**src/rtl/fir_output_aligner_if.sv**
```systemverilog
// Handshake bundle between the FIR cascade tail and the result consumer.
// The block drives the output side through the slave modport.
interface fir_output_aligner_if #(
  parameter int DATA_W     = 48,
  parameter int FIFO_DEPTH = 8
);
  logic                               in_valid;
  logic [DATA_W-1:0]                  acc_in;
  logic                               flush;
  logic                               out_ready;
  logic                               out_valid;
  logic [DATA_W-1:0]                  out_data;
  logic [$clog2(FIFO_DEPTH+1)-1:0]    level;
  logic                               overflow;
  logic [1:0]                         state;

  modport master (
    output in_valid, acc_in, flush, out_ready,
    input  out_valid, out_data, level, overflow, state
  );

  modport slave (
    input  in_valid, acc_in, flush, out_ready,
    output out_valid, out_data, level, overflow, state
  );
endinterface

```
**src/rtl/fir_output_aligner.sv**
```systemverilog
// Aligns DSP58 cascade results to their input samples, drops the partial sums
// produced while the tap line fills, and buffers full-length results in a FIFO.
module fir_output_aligner #(
  parameter int DSP_LATENCY   = 4,
  parameter int FILTER_LENGTH = 16,
  parameter int DATA_W        = 48,
  parameter int FIFO_DEPTH    = 8
) (
  input  logic                  clk,
  input  logic                  rst_n,
  fir_output_aligner_if.slave   bus
);
  localparam int PTR_W = (FIFO_DEPTH > 1) ? $clog2(FIFO_DEPTH) : 1;
  localparam int LVL_W = $clog2(FIFO_DEPTH + 1);
  localparam int CNT_W = $clog2(FILTER_LENGTH + 1);

  typedef enum logic [1:0] {IDLE = 2'd0, FILL = 2'd1, RUN = 2'd2} state_e;

  state_e                 state_q, state_d;
  logic [DSP_LATENCY-1:0] vld_pipe_q, vld_pipe_d;
  logic [CNT_W-1:0]       fill_cnt_q, fill_cnt_d;
  logic [PTR_W-1:0]       wr_ptr_q, wr_ptr_d, rd_ptr_q, rd_ptr_d;
  logic [LVL_W-1:0]       level_q, level_d;
  logic                   ovf_q, ovf_d;
  logic [DATA_W-1:0]      out_data_q, out_data_d;
  logic [DATA_W-1:0]      mem_q [FIFO_DEPTH];

  logic tap_valid, push, pop, full, wr_en;

  assign tap_valid = vld_pipe_q[DSP_LATENCY-1];

  always_comb begin
    state_d    = state_q;
    fill_cnt_d = fill_cnt_q;
    push       = 1'b0;
    vld_pipe_d[0] = bus.in_valid;
    for (int i = 1; i < DSP_LATENCY; i++) vld_pipe_d[i] = vld_pipe_q[i-1];

    case (state_q)
      IDLE: if (tap_valid) begin
        fill_cnt_d = CNT_W'(1);
        if (FILTER_LENGTH == 1) begin
          state_d = RUN;
          push    = 1'b1;
        end else begin
          state_d = FILL;
        end
      end
      FILL: if (tap_valid) begin
        fill_cnt_d = fill_cnt_q + CNT_W'(1);
        // The tap that completes the delay line is the first full-length result.
        if (fill_cnt_q == CNT_W'(FILTER_LENGTH - 1)) begin
          state_d = RUN;
          push    = 1'b1;
        end
      end
      RUN:     push = tap_valid;
      default: state_d = IDLE;
    endcase

    full  = (level_q == LVL_W'(FIFO_DEPTH));
    pop   = (level_q != '0) && bus.out_ready;
    wr_en = push && (!full || pop);

    wr_ptr_d = wr_ptr_q + PTR_W'(wr_en);
    rd_ptr_d = rd_ptr_q + PTR_W'(pop);
    level_d  = level_q + LVL_W'(wr_en) - LVL_W'(pop);
    ovf_d    = ovf_q | (push && full && !pop);

    // Next head may be the slot being written this very cycle.
    if (level_d == '0)                       out_data_d = '0;
    else if (wr_en && (rd_ptr_d == wr_ptr_q)) out_data_d = bus.acc_in;
    else                                      out_data_d = mem_q[rd_ptr_d];

    if (bus.flush) begin
      state_d    = IDLE;
      fill_cnt_d = '0;
      vld_pipe_d = '0;
      wr_en      = 1'b0;
      wr_ptr_d   = '0;
      rd_ptr_d   = '0;
      level_d    = '0;
      ovf_d      = 1'b0;
      out_data_d = '0;
    end
  end

  always_ff @(posedge clk or negedge rst_n) begin
    if (!rst_n) begin
      state_q    <= IDLE;
      vld_pipe_q <= '0;
      fill_cnt_q <= '0;
      wr_ptr_q   <= '0;
      rd_ptr_q   <= '0;
      level_q    <= '0;
      ovf_q      <= 1'b0;
      out_data_q <= '0;
    end else begin
      state_q    <= state_d;
      vld_pipe_q <= vld_pipe_d;
      fill_cnt_q <= fill_cnt_d;
      wr_ptr_q   <= wr_ptr_d;
      rd_ptr_q   <= rd_ptr_d;
      level_q    <= level_d;
      ovf_q      <= ovf_d;
      out_data_q <= out_data_d;
    end
  end

  always_ff @(posedge clk) begin
    if (wr_en) mem_q[wr_ptr_q] <= bus.acc_in;
  end

  assign bus.out_valid = (level_q != '0);
  assign bus.out_data  = out_data_q;
  assign bus.level     = level_q;
  assign bus.overflow  = ovf_q;
  assign bus.state     = state_q;
endmodule

```
**src/flat_wrapper.sv**
```systemverilog
// flat-port wrapper written by rule: the top's interface ports become plain ports
module fir_output_aligner_flat 
#(
  parameter int DSP_LATENCY   = 4,
  parameter int FILTER_LENGTH = 16,
  parameter int DATA_W        = 48,
  parameter int FIFO_DEPTH    = 8
)
  (clk, rst_n, bus_in_valid, bus_acc_in, bus_flush, bus_out_ready, bus_out_valid, bus_out_data, bus_level, bus_overflow, bus_state);
  fir_output_aligner_if #(.DATA_W(DATA_W), .FIFO_DEPTH(FIFO_DEPTH)) bus_i ();
  input  logic clk;
  input  logic rst_n;
  input wire logic [$bits(bus_i.in_valid)-1:0] bus_in_valid;
  input wire logic [$bits(bus_i.acc_in)-1:0] bus_acc_in;
  input wire logic [$bits(bus_i.flush)-1:0] bus_flush;
  input wire logic [$bits(bus_i.out_ready)-1:0] bus_out_ready;
  output wire logic [$bits(bus_i.out_valid)-1:0] bus_out_valid;
  output wire logic [$bits(bus_i.out_data)-1:0] bus_out_data;
  output wire logic [$bits(bus_i.level)-1:0] bus_level;
  output wire logic [$bits(bus_i.overflow)-1:0] bus_overflow;
  output wire logic [$bits(bus_i.state)-1:0] bus_state;
  assign bus_i.in_valid = bus_in_valid;
  assign bus_i.acc_in = bus_acc_in;
  assign bus_i.flush = bus_flush;
  assign bus_i.out_ready = bus_out_ready;
  assign bus_out_valid = bus_i.out_valid;
  assign bus_out_data = bus_i.out_data;
  assign bus_level = bus_i.level;
  assign bus_overflow = bus_i.overflow;
  assign bus_state = bus_i.state;
  fir_output_aligner #(.DSP_LATENCY(DSP_LATENCY), .FILTER_LENGTH(FILTER_LENGTH), .DATA_W(DATA_W), .FIFO_DEPTH(FIFO_DEPTH)) u_core (.clk(clk), .rst_n(rst_n), .bus(bus_i));
endmodule
```
**config.mk**
```make
export PLATFORM = sky130hd
export DESIGN_NAME = fir_output_aligner_flat
export DESIGN_NICKNAME = d
export VERILOG_FILES = /design/src/rtl/fir_output_aligner_if.sv /design/src/rtl/fir_output_aligner.sv /design/src/flat_wrapper.sv
export SDC_FILE = /design/constraint.sdc
export NUM_CORES = 1
export LEC_CHECK = 0
export ABC_AREA = 0
export CORE_MARGIN = 2
export CORE_UTILIZATION = 65
export CTS_BUF_LIST = sky130_fd_sc_hd__clkbuf_8
export DETAILED_ROUTE_END_ITERATION = 12
export PLACE_DENSITY_LB_ADDON = 0.1
export REMOVE_ABC_BUFFERS = 1
export SYNTH_ARGS = -nofsm -noshare
export SYNTH_HDL_FRONTEND = slang
export SYNTH_SLANG_ARGS = --single-unit
export TNS_END_PERCENT = 50
```
**constraint.sdc**
```tcl
create_clock -name clk -period 7.95 [get_ports clk]
set_input_delay 1.59 -clock clk [delete_from_list [all_inputs] [get_ports clk]]
set_output_delay 1.59 -clock clk [all_outputs]
set_load 0.01 [all_outputs]
```
# Word-level counts from Yosys, hierarchy flattened
# Memories as Yosys holds them, arrays and structs flattened.
# Cells that the tools add are included.
dict set report op_classes {
  add_sub_neg 5
  eq_ne 9
  muxes 23
  n_bitwise 1
  reduce_logical 14
}
# operator n
set ops {}
lappend ops {{two-way mux 48 bit} 3}
lappend ops {{two-way mux 5 bit} 3}
lappend ops {{one-hot mux 5 bit (2 select lines)} 1}
lappend ops {{!= test 3 x 2 -> 1 bit, second input constant} 3}
lappend ops {{two-way mux 2 bit} 4}
lappend ops {{two-way mux 4 bit} 2}
lappend ops {{adder 3 x 1 -> 3 bit} 2}
lappend ops {{two-way mux 1 bit} 6}
lappend ops {{two-way mux 3 bit} 2}
lappend ops {{one-hot mux 2 bit (3 select lines)} 1}
lappend ops {{adder 5 x 1 -> 5 bit, second input constant} 1}
lappend ops {{== test 5 x 4 -> 1 bit, second input constant} 1}
lappend ops {{logical AND 1 bit} 5}
lappend ops {{adder 4 x 1 -> 4 bit} 1}
lappend ops {{== test 4 bit, second input constant} 1}
lappend ops {{logical NOT 4 bit} 1}
lappend ops {{AND reduction 4 bit} 1}
lappend ops {{nonzero test 4 bit} 1}
lappend ops {{subtractor 4 x 1 -> 4 bit} 1}
lappend ops {{== test 3 bit} 1}
lappend ops {{AND reduction 3 bit} 1}
lappend ops {{nonzero test 3 bit} 1}
lappend ops {{== test 2 x 1 -> 1 bit, second input constant} 1}
lappend ops {{== test 2 bit, second input constant} 1}
lappend ops {{other kinds (6)} 7}
dict set report word_totals {
  register_bits 70
  ram_bits 384
  in_bits 53
  output_inout_bits 56
  elab_cells 61
  mem_count 1
}
# memory depth word_bits rd rd_ports_with_merged_regs wr line
set mem_list {}
lappend mem_list {u_core.mem_q 8 48 1 0 1 fir_output_aligner.sv:26} ;# logic [DATA_W-1:0] mem_q [FIFO_DEPTH];

# Depth between registers and ports, before layout
dict set report logic_depth {
  ltp_word 10
  ltp_mapped 14
  ltp_nobuf 12
}

# Worst setup path after synthesis
# No wires, ideal clock.
dict set report synth_timing {
  path_kind {input-to-reg}
  start {in bus_out_ready}
  end {mem u_core.mem_q[1][0], enable pin}
  setup_ns 0.513
  arrival_time_ns 5.495
  t_required_ns 7.437
  slack_ns 1.943
  cell_stages 4
  path_buffers 0
  path_cell_list {nand2b_1 a311oi_4 nand3b_1 nor3_1}
}
dict set report synth_between {
  elab_chain_len 6
}
# element line
set synth_lines {}
lappend synth_lines {{start, declared} flat_wrapper.sv:16} ;# input wire logic [$bits(bus_i.out_ready)-1:0] bus_out_ready;
lappend synth_lines {{logical AND 1 bit} fir_output_aligner.sv:62} ;# pop = (level_q != '0) && bus.out_ready;
lappend synth_lines {{logical OR 1 bit} fir_output_aligner.sv:63} ;# wr_en = push && (!full || pop);
lappend synth_lines {{logical AND 1 bit} fir_output_aligner.sv:63}
lappend synth_lines {{two-way mux 1 bit} fir_output_aligner.sv:75} ;# if (bus.flush) begin
lappend synth_lines {{two-way mux 1 bit} fir_output_aligner.sv:111} ;# if (wr_en) mem_q[wr_ptr_q] <= bus.acc_in;
lappend synth_lines {{two-way mux 1 bit (not written as such)} fir_output_aligner.sv:111}
lappend synth_lines {{end, declared} fir_output_aligner.sv:26}
# No other way between the ends.

# Final worst setup path
dict set report layout_timing {
  start {in bus_flush}
  end {mem u_core.mem_q[6][46], enable pin}
}
dict set report layout_between {
  elab_chain_len 3
}
# element line
set layout_lines {}
lappend layout_lines {{start, declared} flat_wrapper.sv:15} ;# input wire logic [$bits(bus_i.flush)-1:0] bus_flush;
lappend layout_lines {{two-way mux 1 bit} fir_output_aligner.sv:75}
lappend layout_lines {{two-way mux 1 bit} fir_output_aligner.sv:111}
lappend layout_lines {{two-way mux 1 bit (not written as such)} fir_output_aligner.sv:111}
# No other way between the ends.

==> run summary <==
Switching Fraction - 30.97%
Residual DRC - 0
RSZ-0062 raised after global routing - false
part of the power in the clock network - 26.1%
WL per Instance - 22.52 um
actual transition at the worst max-transition pin - 1124 ps
Worst-path clk slew - 50 ps
Hold-fix buffers, CTS - 0
post-DP HPWL - 17570 um
worst skew pair latency - 570 ps
I/O Buffers - 108
skew final - 17.07 ps
Synth Cell Area - 17660 um^2
antenna viol nets, final - 0
FF+latch count, synth - 454
combinational share of power - 32.9%
Ys Warns - 0
setup bufs post-CTS - 0
cts repair resizes - 0
Tcrit/Tclk final - 54.60%
Leakage Power - 7.319 nW
arrival time worst endpoint - 4540 ps
die area - 28500 um^2
initial core utilization - 65.88%
CTS tree - done
H-tree depth - 3
CTS Sinks - 454
worst hold path type - reg -> reg
most common cell after layout, fill and taps aside - edfxtp_1
area grow syn2layout - 15.47%
worst path required time - 8150 ps
fin nets - 1267
Core ar. - 26800 um^2
worst-case hold slack - 458.8 ps
final setup violating endpoints - 0
global route total overflow - 0
Die Y-Extent - 168.8 um
Fmax - 0.2304 GHz
gpl congestion - 0.7303
max cap viols - 0
chip width - 168.8 um
critical path class - in -> reg
DR iter-0 viols - 850
Mapped Cells - 1061
status - finished, final reports clean
fin crit period - 4341 ps
first-pass GRT wire length - 55270 um
peak ir drop on the vdd network - 0.3798 mV
drt first pass iters - 5
Layout Cells excl Fill - 1595
final core utilization - 76.07%
syn avg cell area - 16.64 um^2
internal power - 0.004632 W
Ant. Diodes - 0
io pins - 109
placed insts - 1466
final wirelength - 35920 um
Slew Limit Fails - 0
Final Hold Vio Count - 0
Critical Path Start Type - primary input
NetSw - 0.002078 W
DP Area - 19100 um^2
fin area - 20390 um^2
commonest non-fill, non-tap cells in the layout - edfxtp_1 (384), mux2i_1 (193), clkdlybuf4s50_1 (107), a22oi_1 (98), clkbuf_8 (78)
largest net degree at the start of global routing - 93
gr usage total - 25.80%
maximum clock path buffer count - 3
row cnt - 60
post-synthesis sequential area ratio - 75.23%
Slew headroom - 25.05%
vias in the first global route - 9884
DR vias/cell - 6.045
share of post-route cells with drive strength above 1 - 10.05%
antenna violations before repair - 0
cell area power density - 329.1 nW/um^2
part of the power in registers - 41.0%
TritonCTS buffer count - 70
CP Capture Type - register
CP Max Fanout - 28
vias post-DR - 9641
synth unique cells - 35
Root Buffer - clkbuf_8
[layout make-up]
class	count	area (um^2)
flip-flops and latches	454	13280
fillers	1591	6414
multi-input cells	534	4125
inverters	12	45.04
repair buffers	125	1219
clock inverters	51	215.2
clock buffers	78	1074
well taps	341	426.7
[synthesized netlist by cell type]
cell type / number / area (um^2)
buf_1: 1 / 3.750
buf_4: 1 / 7.510
a41o_1: 1 / 10.01
nand2_2: 1 / 6.260
clkbuf_1: 23 / 86.33
a32oi_1: 1 / 8.760
and3_1: 2 / 12.51
or3b_2: 1 / 8.760
ha_1: 16 / 200.2
buf_2: 33 / 165.2
nor3_2: 1 / 10.01
a21o_1: 1 / 7.510
xor2_1: 4 / 35.03
a41oi_1: 1 / 8.760
nor2b_1: 8 / 50.05
nor2_1: 28 / 105.1
nand2_1: 53 / 198.9
nand3b_1: 1 / 7.510
dfrtp_1: 70 / 1752
a21oi_2: 3 / 26.28
and2_1: 3 / 18.77
a21oi_1: 51 / 255.2
o21ai_0: 4 / 20.02
mux2i_1: 193 / 1932
nand3_1: 51 / 255.2
nor3_1: 1 / 5.000
fa_1: 1 / 20.02
edfxtp_1: 384 / 11530
a311oi_4: 1 / 26.28
nand2b_1: 4 / 25.02
inv_1: 12 / 45.04
or2b_1: 1 / 7.510
a22oi_1: 98 / 735.7
buf_6: 3 / 33.78
xnor2_1: 4 / 35.03
[per-layer routing]
layer	global-route usage (%)	part of all wire, %
met5	0	0
met4	8.321	1.8
met3	4.980	6.9
met2	43.03	50
met1	34.91	41
[state kept, by name (all words and copies together) (netlist names)]
signal               count
u_core.mem_q           384
u_core.fill_cnt_q        5
u_core.bus.state         2
u_core.bus.out_data     48
u_core.rd_ptr_q          3
u_core.wr_ptr_q          3
u_core.bus.overflow      1
u_core.vld_pipe_q        4
u_core.bus.level         4
[power by group through the flow]
stage	clock network, W	registers [W]	logic, W
floorplan	0	0.00283	0.00162
finish	0.00175	0.00275	0.00221
global placement	0	0.00280	0.00217
CTS	0.00179	0.00275	0.00222
detailed placement	0	0.00280	0.00221
global route	0.00189	0.00276	0.00238
[cell families (layout without fill, tap and decap cells)]
group,count (synthesis),after routing,share of synthesized area [%]
DFF,454,454,75.23
muxes,193,193,10.94
AOI/OAI and AO/OA,161,161,6.222
and+or+nand+nor,155,155,4.025
buffers and inverters,73,266,1.935
adders and majority gates,17,17,1.247
xor gates and xnor gates,8,8,0.3968
[worst max-delay path: stages]
cell	delay, ps
clkdlybuf4s50_1	870
or3b_2	800
nor2_4	670
buf_4	580
[stage by stage]
stage | power [W] | setup TNS [ps] | setup slack [ps]
final | 0.006710 | 0 | 3609
after global routing | 0.007030 | 0 | 3453
after CTS | 0.006754 | 0 | 3611
after detailed placement | 0.005006 | 0 | 3004
after global placement | 0.004973 | 0 | 3093
after floorplan | 0.004450 | -66570 | -1424
[final timing paths]
check,endpoint,slack (ps),start,depth (start not counted)
worst max register to register,u_core.bus.out_data[9]$_DFF_PN0_,4250,u_core.bus.level[1]$_DFF_PN0_,9
worst max-delay path,u_core.mem_q[6][46]$_DFFE_PP_,3610,bus_flush,4
worst min register to register,u_core.vld_pipe_q[3]$_DFF_PN0_,460,u_core.vld_pipe_q[2]$_DFF_PN0_,1
min in group asynchronous,u_core.bus.state[0]$_DFFE_PN0P_,1200,rst_n,1
max in group asynchronous,u_core.bus.out_data[44]$_DFF_PN0_,6060,rst_n,1
worst min-delay path,u_core.vld_pipe_q[3]$_DFF_PN0_,460,u_core.vld_pipe_q[2]$_DFF_PN0_,1
No activity file was read; power rests on OpenSTA's default activity.
